===== src/rtl/hd_pkg.sv =====
// Shared Hamming codeword helpers: placement map and syndrome, so encoder-side
// and decoder-side blocks agree on the {parity, data} packing.
package hd_pkg;

  localparam int K_DEF  = 11;
  localparam int M_DEF  = 4;
  localparam int CW_W   = K_DEF + M_DEF;
  localparam int SYN_W  = M_DEF;
  localparam int MAX_CW = 64;
  localparam int MAX_M  = 8;

  // Position j (0-based) carries parity bit log2(j+1) when j+1 is a power of two.
  function automatic bit is_parity_pos(input int j);
    return ((j + 1) & j) == 0;
  endfunction

  function automatic logic [MAX_M-1:0] syndrome(input logic [MAX_CW-1:0] placed,
                                                input int cw_w);
    logic [MAX_M-1:0] s;
    s = '0;
    for (int j = 0; j < MAX_CW; j++) begin
      if (j < cw_w) begin
        for (int i = 0; i < MAX_M; i++) begin
          if ((((j + 1) >> i) & 1) != 0) s[i] = s[i] ^ placed[j];
        end
      end
    end
    return s;
  endfunction

endpackage


===== src/rtl/hd_sat_cnt.sv =====
// Saturating up-counter with synchronous clear; clear takes priority over inc.
module hd_sat_cnt #(
  parameter int W = 16
) (
  input  logic         clk,
  input  logic         rst,
  input  logic         clr,
  input  logic         inc,
  output logic [W-1:0] cnt
);

  always_ff @(posedge clk or negedge rst) begin
    if (!rst) begin
      cnt <= '0;
    end else if (clr) begin
      cnt <= '0;
    end else if (inc && (cnt != '1)) begin
      cnt <= cnt + 1'b1;
    end
  end

endmodule


===== src/rtl/hd_syn_dec.sv =====
// Two-stage Hamming SEC decoder: stage 1 registers the syndrome, stage 2 corrects.
// Error statistics counters are built only when HD_SYN_DEC_ERR_CNT_EN is defined.
module hd_syn_dec
  import hd_pkg::*;
#(
  parameter int K     = 11,
  parameter int M     = 4,
  parameter int CNT_W = 16
) (
  input  logic             clk,
  input  logic             rst,
  input  logic [K+M-1:0]   cin,
  input  logic             cvld,
  output logic [K-1:0]     dout,
  output logic             dvld,
  output logic             corr,
  output logic             uncorr,
  output logic [M-1:0]     err_pos,
  input  logic             cnt_clr,
  output logic [CNT_W-1:0] corr_cnt,
  output logic [CNT_W-1:0] uncorr_cnt
);

  localparam int          CW     = K + M;
  localparam logic [M-1:0] CW_MAX = M'(CW);

  logic [CW-1:0] placed;
  logic [M-1:0]  syn_c;
  logic [M-1:0]  s1;
  logic [K-1:0]  dat1;
  logic          v1;
  logic [K-1:0]  dout_c;

  always_comb begin : build_placed
    int di;
    int pi;
    di     = 0;
    pi     = 0;
    placed = '0;
    for (int j = 0; j < CW; j++) begin
      if (is_parity_pos(j)) begin
        placed[j] = cin[K+pi];
        pi++;
      end else begin
        placed[j] = cin[di];
        di++;
      end
    end
  end

  assign syn_c = M'(syndrome(MAX_CW'(placed), CW));

  always_ff @(posedge clk or negedge rst) begin
    if (!rst) begin
      v1   <= 1'b0;
      s1   <= '0;
      dat1 <= '0;
    end else begin
      v1 <= cvld;
      if (cvld) begin
        s1   <= syn_c;
        dat1 <= cin[K-1:0];
      end
    end
  end

  // Only data positions matter for dout; a parity-position syndrome leaves data intact.
  always_comb begin : correct
    int di;
    di     = 0;
    dout_c = dat1;
    for (int j = 0; j < CW; j++) begin
      if (!is_parity_pos(j)) begin
        if (s1 == M'(j + 1)) dout_c[di] = ~dout_c[di];
        di++;
      end
    end
  end

  always_ff @(posedge clk or negedge rst) begin
    if (!rst) begin
      dvld    <= 1'b0;
      dout    <= '0;
      corr    <= 1'b0;
      uncorr  <= 1'b0;
      err_pos <= '0;
    end else begin
      dvld <= v1;
      if (v1) begin
        dout    <= dout_c;
        corr    <= (s1 != '0) && (s1 <= CW_MAX);
        uncorr  <= (s1 > CW_MAX);
        err_pos <= s1;
      end
    end
  end

`ifdef HD_SYN_DEC_ERR_CNT_EN
  hd_sat_cnt #(.W(CNT_W)) u_corr_cnt (
    .clk (clk),
    .rst (rst),
    .clr (cnt_clr),
    .inc (dvld & corr),
    .cnt (corr_cnt)
  );

  hd_sat_cnt #(.W(CNT_W)) u_uncorr_cnt (
    .clk (clk),
    .rst (rst),
    .clr (cnt_clr),
    .inc (dvld & uncorr),
    .cnt (uncorr_cnt)
  );
`else
  logic unused_cnt_clr;
  assign unused_cnt_clr = cnt_clr;
  assign corr_cnt       = '0;
  assign uncorr_cnt     = '0;
`endif

endmodule


===== config.mk =====
export PLATFORM = sky130hd
export DESIGN_NAME = hd_syn_dec
export DESIGN_NICKNAME = d
export VERILOG_FILES = /design/src/rtl/hd_pkg.sv /design/src/rtl/hd_sat_cnt.sv /design/src/rtl/hd_syn_dec.sv
export SDC_FILE = /design/constraint.sdc
export NUM_CORES = 1
export LEC_CHECK = 0
export ABC_CLOCK_PERIOD_IN_PS = 2200
export CAP_MARGIN = 10
export CORE_MARGIN = 2
export CORE_UTILIZATION = 35
export CTS_CLUSTER_DIAMETER = 100
export DETAILED_ROUTE_END_ITERATION = 12
export PLACE_DENSITY_LB_ADDON = 0.12
export SLEW_MARGIN = 20
export SYNTH_ARGS = -nofsm -noshare
export SYNTH_HDL_FRONTEND = slang
export SYNTH_SLANG_ARGS = --single-unit

===== constraint.sdc =====
create_clock -name clk -period 2.2 [get_ports clk]
set_clock_uncertainty 0.05 [all_clocks]
set_input_delay 0.66 -clock clk [delete_from_list [all_inputs] [get_ports clk]]
set_output_delay 0.66 -clock clk [all_outputs]
set_load 0.1 [all_outputs]

Word-level counts from Yosys, hierarchy flattened
Cells that the tools add are included.
Operators by class
  reductions and logical operators: 2
  multiplexer cells: 11
  magnitude comparators: 2
  bitwise gates (word level): 39
  eq/ne operators: 11
Operators by type and width (count)
  4-bit equality test, second input constant: 7
  1-bit bitwise XOR: 28
  4-bit by 3-bit equality test with 1-bit output, second input constant: 3
  11-bit two-way mux: 1
  1-bit NOT: 11
  10-bit two-way mux: 1
  9-bit two-way mux: 1
  8-bit two-way mux: 1
  7-bit two-way mux: 1
  6-bit two-way mux: 1
  5-bit two-way mux: 1
  4-bit by 2-bit equality test with 1-bit output, second input constant: 1
  4-bit greater-than comparator, second input constant: 1
  4-bit less-or-equal comparator, second input constant: 1
  4-bit two-way mux: 1
  4-bit nonzero test: 1
  3-bit two-way mux: 1
  2-bit two-way mux: 1
  1-bit logical AND: 1
  1-bit two-way mux: 1
Word-level totals
  flip-flop bits (word level): 34
  bits of input ports: 19
  word-level logic and storage cells: 73
  output and inout port bits: 50

Longest topological paths before layout
Gate-level depths: netlist (run 1).
  word-level depth: 12
  depth in mapped cells: 4

Worst setup path before layout (run 1)
No wires, ideal clock.
  kind: register to output
  start point: reg corr
  end point: out corr
  stages on the path, launching flop included: 1
  data arrival time: 898 ps
  data required time: 1490 ps
  setup slack: 592 ps
  path through: dfrtp_1
RTL lines
  start: declaration: RTL line hd_syn_dec.sv:16  | output logic corr,
  start signal: assignment: RTL line hd_syn_dec.sv:91  | corr <= (s1 != '0) && (s1 <= CW_MAX);
No word-level cell between the ends.

Final worst setup path (run 1)
  start point: in cin[12]
  end point: reg s1[1]
On the way
  word-level cells in the longest chain between the ends: 7
Ends and longest elaborated chain
  start: declaration: RTL line hd_syn_dec.sv:12  | input logic [K+M-1:0] cin,
  1-bit bitwise XOR (7 in series): RTL line hd_pkg.sv:24  | if ((((j + 1) >> i) & 1) != 0) s[i] = s[i] ^ placed[j];
  end signal: assignment: RTL line hd_syn_dec.sv:61  | s1 <= syn_c;
  end: declaration: RTL line hd_syn_dec.sv:29  | logic [M-1:0] s1;
No other way between the ends.
A chain may end at the register's enable or synchronous reset.

==> results of run 1 <==
## power breakdown
| group | switching [mW] | internal (mW) | total [mW] |
|---|---|---|---|
| clock | 0.201 | 0.248 | 0.449 |
| sequential | 0.156 | 0.736 | 0.891 |
| combinational | 1.06 | 0.533 | 1.60 |
## synthesized netlist by cell type (all sizes together) (2+ instances only)
master  number  share of area (%)
a21oi       15                4.2
clkbuf       3               0.63
xor2         3                1.5
dfrtp       33                 46
nor2        24                5.0
xnor3        2                2.5
xnor2       26                 13
mux2        16                 10
nor3         2               0.56
buf         35                 14
nand2        2               0.42
nand2b       4                1.4
## through the flow
stage | instance area, um^2 | power (mW) | hold slack [ns] | setup slack (ns)
floorplan | 1910 | 2.02 | 0.302 | 0.592
global placement | 2300 | 2.50 | 0.462 | -0.0149
detailed placement | 2300 | 2.51 | 0.474 | -0.0219
CTS | 2380 | 2.97 | 0.488 | 0.262
global route | 2380 | 3.07 | 0.507 | 0.253
finish | 2380 | 2.94 | 0.481 | 0.277
## path summary, 6_finish.rpt
check	to	slack, ns	startpoint	cells past startpoint
setup / recovery	s1[1]	0.28	cin[12]	5
hold / removal	dat1[2]	0.48	dat1[2]	1
setup reg to reg	dout[7]	1.00	s1[2]	4
hold reg to reg	dat1[2]	0.48	dat1[2]	1
max in group asynchronous	dout[10]	1.06	rst	2
min in group asynchronous	dat1[8]	0.73	rst	2
## logic make-up (layout without fill, tap and decap cells)
family	count (synthesis)	in the layout	share of synthesized area [%]
muxes	16	16	10.1
xor gates and xnor gates	31	31	16.7
other	1	33	0.209
buffers and inverters	38	47	15.0
AOI/OAI and AO/OA	15	15	4.19
and+or+nand+nor	33	33	7.75
DFF	33	33	46.1
## layout make-up
class | count | area [um^2] | area share (%)
well taps | 70 | 87.6 | 3.67
repair buffers | 40 | 568 | 23.8
flip-flops and latches | 33 | 826 | 34.6
clock buffers | 7 | 86.3 | 3.62
multi-input cells | 128 | 817 | 34.3
## routing by layer
metal | wire [um] | vias up
li1 | - | 556
met1 | 1390 | 516
met2 | 1520 | 45
met3 | 187 | 2
met4 | 7 | 0
met5 | 0 | -
## worst register-to-register path, stage by stage, from the launching register on
cell and delay [ns]:
dfrtp_1 0.46, nand2_1 0.15, nor3_1 0.20, xnor2_1 0.15, a21oi_1 0.08
## flip-flops by register name (all words and copies together) (netlist names)
name,flops
corr,1
dat1,11
dout,11
dvld,1
err_pos,4
s1,4
v1,1
==> results.toml, run 1 <==
[status]
status = "complete, no violations"

[synth]
ys.flop_type = "dfrtp_1"
synth-seq-cells = 33
yosysWarnings = 0
synth_area_um2 = 1790
ys_types = 15
synth_edf_count = 0
syn_inst = 167
syn_avg_cell_area_um2 = 10.7
ys_seq_area_share_pct = 46.1
ys_async_sr_fraction_pct = 100

[global_routing]
grt_first_pass_wirelength_um = 5020
overflow = 0
antenna_found_initial = 0
grt_max_degree = 34
first_global_vias = 1066
grt_usage_pct = 12.0
grt_use_met3_pct = 3.97
globalRoute.busiestLayer = "met2"
met2_usage_pct = 18.6
grtUsageMet1_pct = 15.8

[clock_network]
postCtsHoldBufs = 0
clk_pin_slew_ns = 0.06
numClockSinks = 33
ctsResizeCount = 0
cts_buffers = 5
h-tree-depth = 2
post-cts-setup-buffers = 0
insertion_delay_ns = 0.28
cts_buffer_depth = 2
cts-root-buf = "clkbuf_8"
cts_tree = "done"

[routing]
ant_nets = 0
drc = 0
drtIter0Drc = 58
first_pass_iters = 4
drt-total-wl_um = 3100
viasPerCell = 4.03
num_vias = 1119
wl_per_cell_um = 11.2

[worst_setup_path]
crit_arrival_ns = 2.04
path_class = "in2reg"
crit_chain = "clkdlybuf4s50_1, xnor3_1, xnor2_1, xor2_1, a21oi_1"
cp_num_buf_inv = 1
path_delay_family = "XOR/XNOR gates"
worstSetupEndpointType = "flip-flop"
cp_max_fo = 1
worst_setup_path_start_kind = "primary input"
crit_required_ns = 2.31
critical-path-max-stage-delay_ns = 0.47
slowest_stage = "clkdlybuf4s50_1"

[layout]
nNetsFinal = 227
syn2layout_area_growth_pct = 33.1
layout_common_cells = "conb_1 (33), dfrtp_1 (33), xnor2_1 (26), nor2_1 (24), buf_12 (18)"
final_cells = 278
n_fill_cell = 484
drive_gt1_share_pct = 21.6
n_antenna_cell = 0
postLayoutCoreUtil_pct = 47.6

[placement]
dp_hpwl_um = 2490
port_buffers = 34
dp_cells = 271
gp_congestion = 0.730

[timing]
hold_violations = 0
fin_crit_ns = 1.92
final.period_utilization_pct = 87.4
setup_viol = 0
max_freq_mhz = 520
rsz0062_at_grt = "false"
slew_violations = 0
tns_ns = 0

[pwr]
peakVddDrop_mv = 0.399
power_density_nw_per_um2 = 1230
leakage_nw = 1.02

[job]
cap_viol_max_count = 0

[die]
io_pins = 69
die_x_um = 75.6
fp.coreArea_um2 = 5010
die-area_um2 = 5710
fp-row-count = 26
start_util_pct = 35.8
die_h_um = 75.6

[worst_hold_path]
hold_class = "reg2reg"
Power figures use the tool's default switching activity.
==> run 2, diff against run 1 <==
--- a/config.mk
+++ b/config.mk
@@ -12,6 +12,8 @@
 export CTS_CLUSTER_DIAMETER = 100
 export DETAILED_ROUTE_END_ITERATION = 12
 export PLACE_DENSITY_LB_ADDON = 0.12
+export RECOVER_POWER = 50
+export SKIP_LAST_GASP = 1
 export SLEW_MARGIN = 20
 export SYNTH_ARGS = -nofsm -noshare
 export SYNTH_HDL_FRONTEND = slang
==> run 2 against run 1 <==
Compared with the run above: cell count stayed put; die area did not move; first-iteration DRC count grew 1.7%; count of clock-buffer cells in the layout unchanged; critical path depth unchanged; largest power group unchanged.
==> results.toml, run 2 (synthesis results as in run 1) <==
[global_routing]
grt_first_pass_wirelength_um = 5020
overflow = 0
antenna_found_initial = 0
grt_max_degree = 34
grt_usage_pct = 12.0
first_global_vias = 1066

[clock_network]
cts_buffer_depth = 2
ctsResizeCount = 0
cts_buffers = 5
h-tree-depth = 2
postCtsHoldBufs = 0
cts_tree = "done"
insertion_delay_ns = 0.28
cts-root-buf = "clkbuf_8"
numClockSinks = 33
clk_pin_slew_ns = 0.06
post-cts-setup-buffers = 0

[placement]
place_worst_setup_slack_ns = -0.0219
dp_cells = 271
dp_hpwl_um = 2490
port_buffers = 34
gp_congestion = 0.730
place_area_um2 = 2300

[worst_setup_path]
r2r-end = "dout[7]"
cp_max_fo = 1
worst_setup_path_start_kind = "primary input"
r2r_start = "v1"
critPathLaunch = "cin[12]"
crit_required_ns = 2.31
worstSetupEndpointType = "flip-flop"
r2r_cells = 3
worstSetupEndpoint = "s1[1]"
regToRegSetupSlack_ns = 0.71
path_class = "in2reg"
crit_arrival_ns = 2.04

[die]
io_pins = 69
die_h_um = 75.6
fp.coreArea_um2 = 5010
die-area_um2 = 5710
fp-row-count = 26
die_x_um = 75.6
start_util_pct = 35.8

[timing]
slew_headroom_pct = 43.9
fin_crit_ns = 1.92
setup_viol = 0
final.period_utilization_pct = 87.4
rsz0062_at_grt = "false"
tns_ns = 0
setup_slack_ns = 0.277
hold_violations = 0
slew_violations = 0
tightest_slew_ns = 0.842
max_freq_mhz = 520

[status]
status = "complete, no violations"

[routing]
drt-total-wl_um = 3100
viasPerCell = 4.04
wl_per_cell_um = 11.2
first_pass_iters = 4
drtIter0Drc = 59
drc = 0
num_vias = 1122
ant_nets = 0

[job]
cap_viol_max_count = 0

[layout]
multi_input_area_um2 = 817
final_cells = 278
layout_common_cells = "conb_1 (33), dfrtp_1 (33), xnor2_1 (26), nor2_1 (24), buf_12 (18)"
drive_gt1_share_pct = 21.2
top_regs = "dat1 x11, dout x11"
nNetsFinal = 227
final_cell_area_um2 = 2380
n_fill_cell = 486
n_antenna_cell = 0
register_area_um2 = 826
syn2layout_area_growth_pct = 32.8

[worst_hold_path]
hold_class = "reg2reg"

[pwr]
power_density_nw_per_um2 = 1230
peakVddDrop_mv = 0.399
leakage_nw = 1.02
[run 2: cell types whose count changed in the layout (fill, tap and decap cells not counted)]
cell,delta
buf_4,-2
clkbuf_2,+1
clkbuf_1,+1
clkdlybuf4s50_1,-1
dlygate4sd3_1,+1
[run 2: cell type report]
type                    count  area share, %
clock buffers               7           3.63
well taps                  70           3.68
multi-input cells         128           34.4
repair buffers             40           23.6
flip-flops and latches     33           34.7
[run 2: how the worst min path moves through the flow]
stage	startpoint	to	slack (ns)	depth (start not counted)
3_3_place_gp	dat1[6]	dat1[6]	0.46	1
5_1_grt	dat1[6]	dat1[6]	0.51	1
3_5_place_dp	dat1[2]	dat1[2]	0.47	1
2_1_floorplan	v1	dvld	0.30	0
6_report	dat1[2]	dat1[2]	0.48	1
4_1_cts	dat1[2]	dat1[2]	0.49	1
[run 2: per-stage QoR]
stage / total power, mW / hold slack [ns] / utilization, %
6_report: 2.94 / 0.481 / 47.5
5_1_grt: 3.07 / 0.507 / 47.5
4_1_cts: 2.97 / 0.488 / 47.6
3_5_place_dp: 2.51 / 0.474 / 45.9
3_3_place_gp: 2.50 / 0.462 / 45.9
2_1_floorplan: 2.02 / 0.302 / -
[run 2: worst max-delay path, stage by stage]
cell and delay [ns]:
clkdlybuf4s50_1 0.47, xnor3_1 0.42, xnor2_1 0.22, xor2_1 0.18
a21oi_1 0.08
[run 2: power breakdown]
part	switching (mW)	leakage [nW]	total, mW	internal (mW)
registers	0.156	0.374	0.891	0.736
clock network	0.201	0.0443	0.449	0.248
logic	1.06	0.600	1.60	0.532
[run 2: metal layers]
layer / part of all wire, % / vias to the layer above / wire (um) / track usage (%)
met1: 45 / 519 / 1390 / 15.8
met3: 6.0 / 2 / 187 / 3.97
met2: 49 / 45 / 1520 / 18.6
met5: 0 / - / 0 / 0
met4: 0.23 / 0 / 7 / 4.09
li1: - / 556 / - / -
==> run 3, diff against run 2 <==
--- a/config.mk
+++ b/config.mk
@@ -11,6 +11,7 @@
 export CORE_UTILIZATION = 35
 export CTS_CLUSTER_DIAMETER = 100
 export DETAILED_ROUTE_END_ITERATION = 12
+export DONT_BUFFER_PORTS = 1
 export PLACE_DENSITY_LB_ADDON = 0.12
 export RECOVER_POWER = 50
 export SKIP_LAST_GASP = 1
@@ -18,3 +19,4 @@
 export SYNTH_ARGS = -nofsm -noshare
 export SYNTH_HDL_FRONTEND = slang
 export SYNTH_SLANG_ARGS = --single-unit
+export TNS_END_PERCENT = 50
==> run 3 against run 2 <==
Compared with the run above: via count shrank 9.5%; sequential power up 18%; critical path depth fell by 5; largest cell class unchanged; count of clock-buffer cells in the layout stayed put; sequential share of layout area rose by 8.3 points; first-iteration DRC count shrank 49%; highest routed layer unchanged.
==> results.toml, run 3 (synthesis results as in run 1) <==
[pwr]
peakVddDrop_mv = 0.327
p_int_mw = 1.23
leakage_nw = 0.823
p_clk_share_pct = 17.3
swShare_pct = 52.0
pwr-share-comb_pct = 41.8
power_density_nw_per_um2 = 1330
switching_power_mw = 1.33
pwr-share-seq_pct = 40.9

[worst_setup_path]
worstSetupPathDepth = 0
worst_setup_path_start_kind = "flip-flop"
r2r-end = "err_pos[0]"
worstSetupEndpoint = "err_pos[0]"
crit_arrival_ns = 1.22
r2r_start = "err_pos[0]"
critPathLaunch = "err_pos[0]"
regToRegSetupSlack_ns = 0.86
r2r_cells = 1
worstSetupEndpointType = "output pin"
cp_max_fo = 2
crit_required_ns = 1.49
path_class = "reg2out"

[placement]
dp_hpwl_um = 2430
dp_cells = 245
gp_congestion = 0.681
port_buffers = 0

[die]
die_x_um = 75.6
io_pins = 69
die-area_um2 = 5710
start_util_pct = 35.8
fp.coreArea_um2 = 5010
die_h_um = 75.6
fp-row-count = 26

[clock_network]
h-tree-depth = 2
postCtsHoldBufs = 0
cts_buffer_depth = 2
cts_tree = "done"
post-cts-setup-buffers = 0
cts-root-buf = "clkbuf_8"
insertion_delay_ns = 0.27
numClockSinks = 33
ctsResizeCount = 0
cts_buffers = 5
clk_pin_slew_ns = 0.06

[job]
cap_viol_max_count = 0

[global_routing]
overflow = 0
grt_first_pass_wirelength_um = 5000
first_global_vias = 997
antenna_found_initial = 0
grt_max_degree = 34
grt_usage_pct = 12.2

[routing]
drt-total-wl_um = 3160
drtIter0Drc = 30
ant_nets = 0
viasPerCell = 4.03
first_pass_iters = 4
drc = 0
wl_per_cell_um = 12.6
num_vias = 1015

[layout]
n_fill_cell = 514
syn2layout_area_growth_pct = 7.26
layout_common_cells = "conb_1 (33), dfrtp_1 (33), xnor2_1 (26), nor2_1 (24), mux2_2 (16)"
top_regs = "dat1 x11, dout x11"
drive_gt1_share_pct = 19.8
final_cells = 252
n_antenna_cell = 0
nNetsFinal = 201

[timing]
fin_crit_ns = 1.93
rsz0062_at_grt = "false"
tns_ns = 0
hold_violations = 0
max_freq_mhz = 519
final.period_utilization_pct = 87.6
tightest_slew_ns = 0.910
slew_headroom_pct = 39.3
slew_violations = 0
setup_viol = 0

[status]
status = "complete, no violations"

[worst_hold_path]
hold_class = "in2async"
## run 3: cell types whose count changed in the layout (fill, tap and decap cells not counted), sizes merged
cell	delta
clkbuf	-2
clkdlybuf4s50	-16
dlygate4sd3	-1
buf	-7
## run 3: layer usage
| metal | GRT usage (%) | vias up | wire length, um |
|---|---|---|---|
| met1 | 15.6 | 458 | 1330 |
| met5 | 0 | - | 0 |
| met2 | 18.2 | 46 | 1490 |
| met4 | 4.09 | 0 | 45 |
| li1 | - | 505 | - |
| met3 | 6.08 | 6 | 297 |
## run 3: final cells by class
type                       count  area [um^2]  share of cell area (%)
clock buffer                   7         86.3                    4.49
multi-input combinational    128          817                    42.5
sequential                    33          826                    43.0
tap                           70         87.6                    4.56
timing repair buffer          14          105                    5.47
## run 3: worst min path at each step
stage | from | to | slack [ns] | depth (start not counted)
after floorplan | v1 | dvld | 0.30 | 0
after global placement | rst | dat1[8] | 0.32 | 0
after detailed placement | rst | dat1[5] | 0.32 | 0
after CTS | rst | dout[5] | 0.007 | 0
after global routing | rst | dout[5] | 0.002 | 0
final | rst | dat1[8] | 0.03 | 0
## run 3: power by group through the flow
stage	clock, mW	combinational (mW)	sequential (mW)
5_1_grt	0.487	1.13	1.07
4_1_cts	0.470	1.08	1.05
2_1_floorplan	0	0.593	1.43
3_3_place_gp	0	1.07	1.06
6_report	0.443	1.07	1.05
3_5_place_dp	0	1.08	1.06
## run 3: per-stage QoR
stage / util, % / instance area [um^2] / hold WS, ns / setup slack (ns) / power [mW]
finish: 38.4 / 1920 / 0.0268 / 0.273 / 2.56
global route: 38.4 / 1920 / 0.00189 / 0.247 / 2.69
CTS: 38.4 / 1920 / 0.00740 / 0.251 / 2.60
detailed placement: 36.6 / 1840 / 0.315 / 0.510 / 2.14
global placement: 36.6 / 1840 / 0.315 / 0.507 / 2.13
floorplan: - / 1910 / 0.302 / 0.592 / 2.02
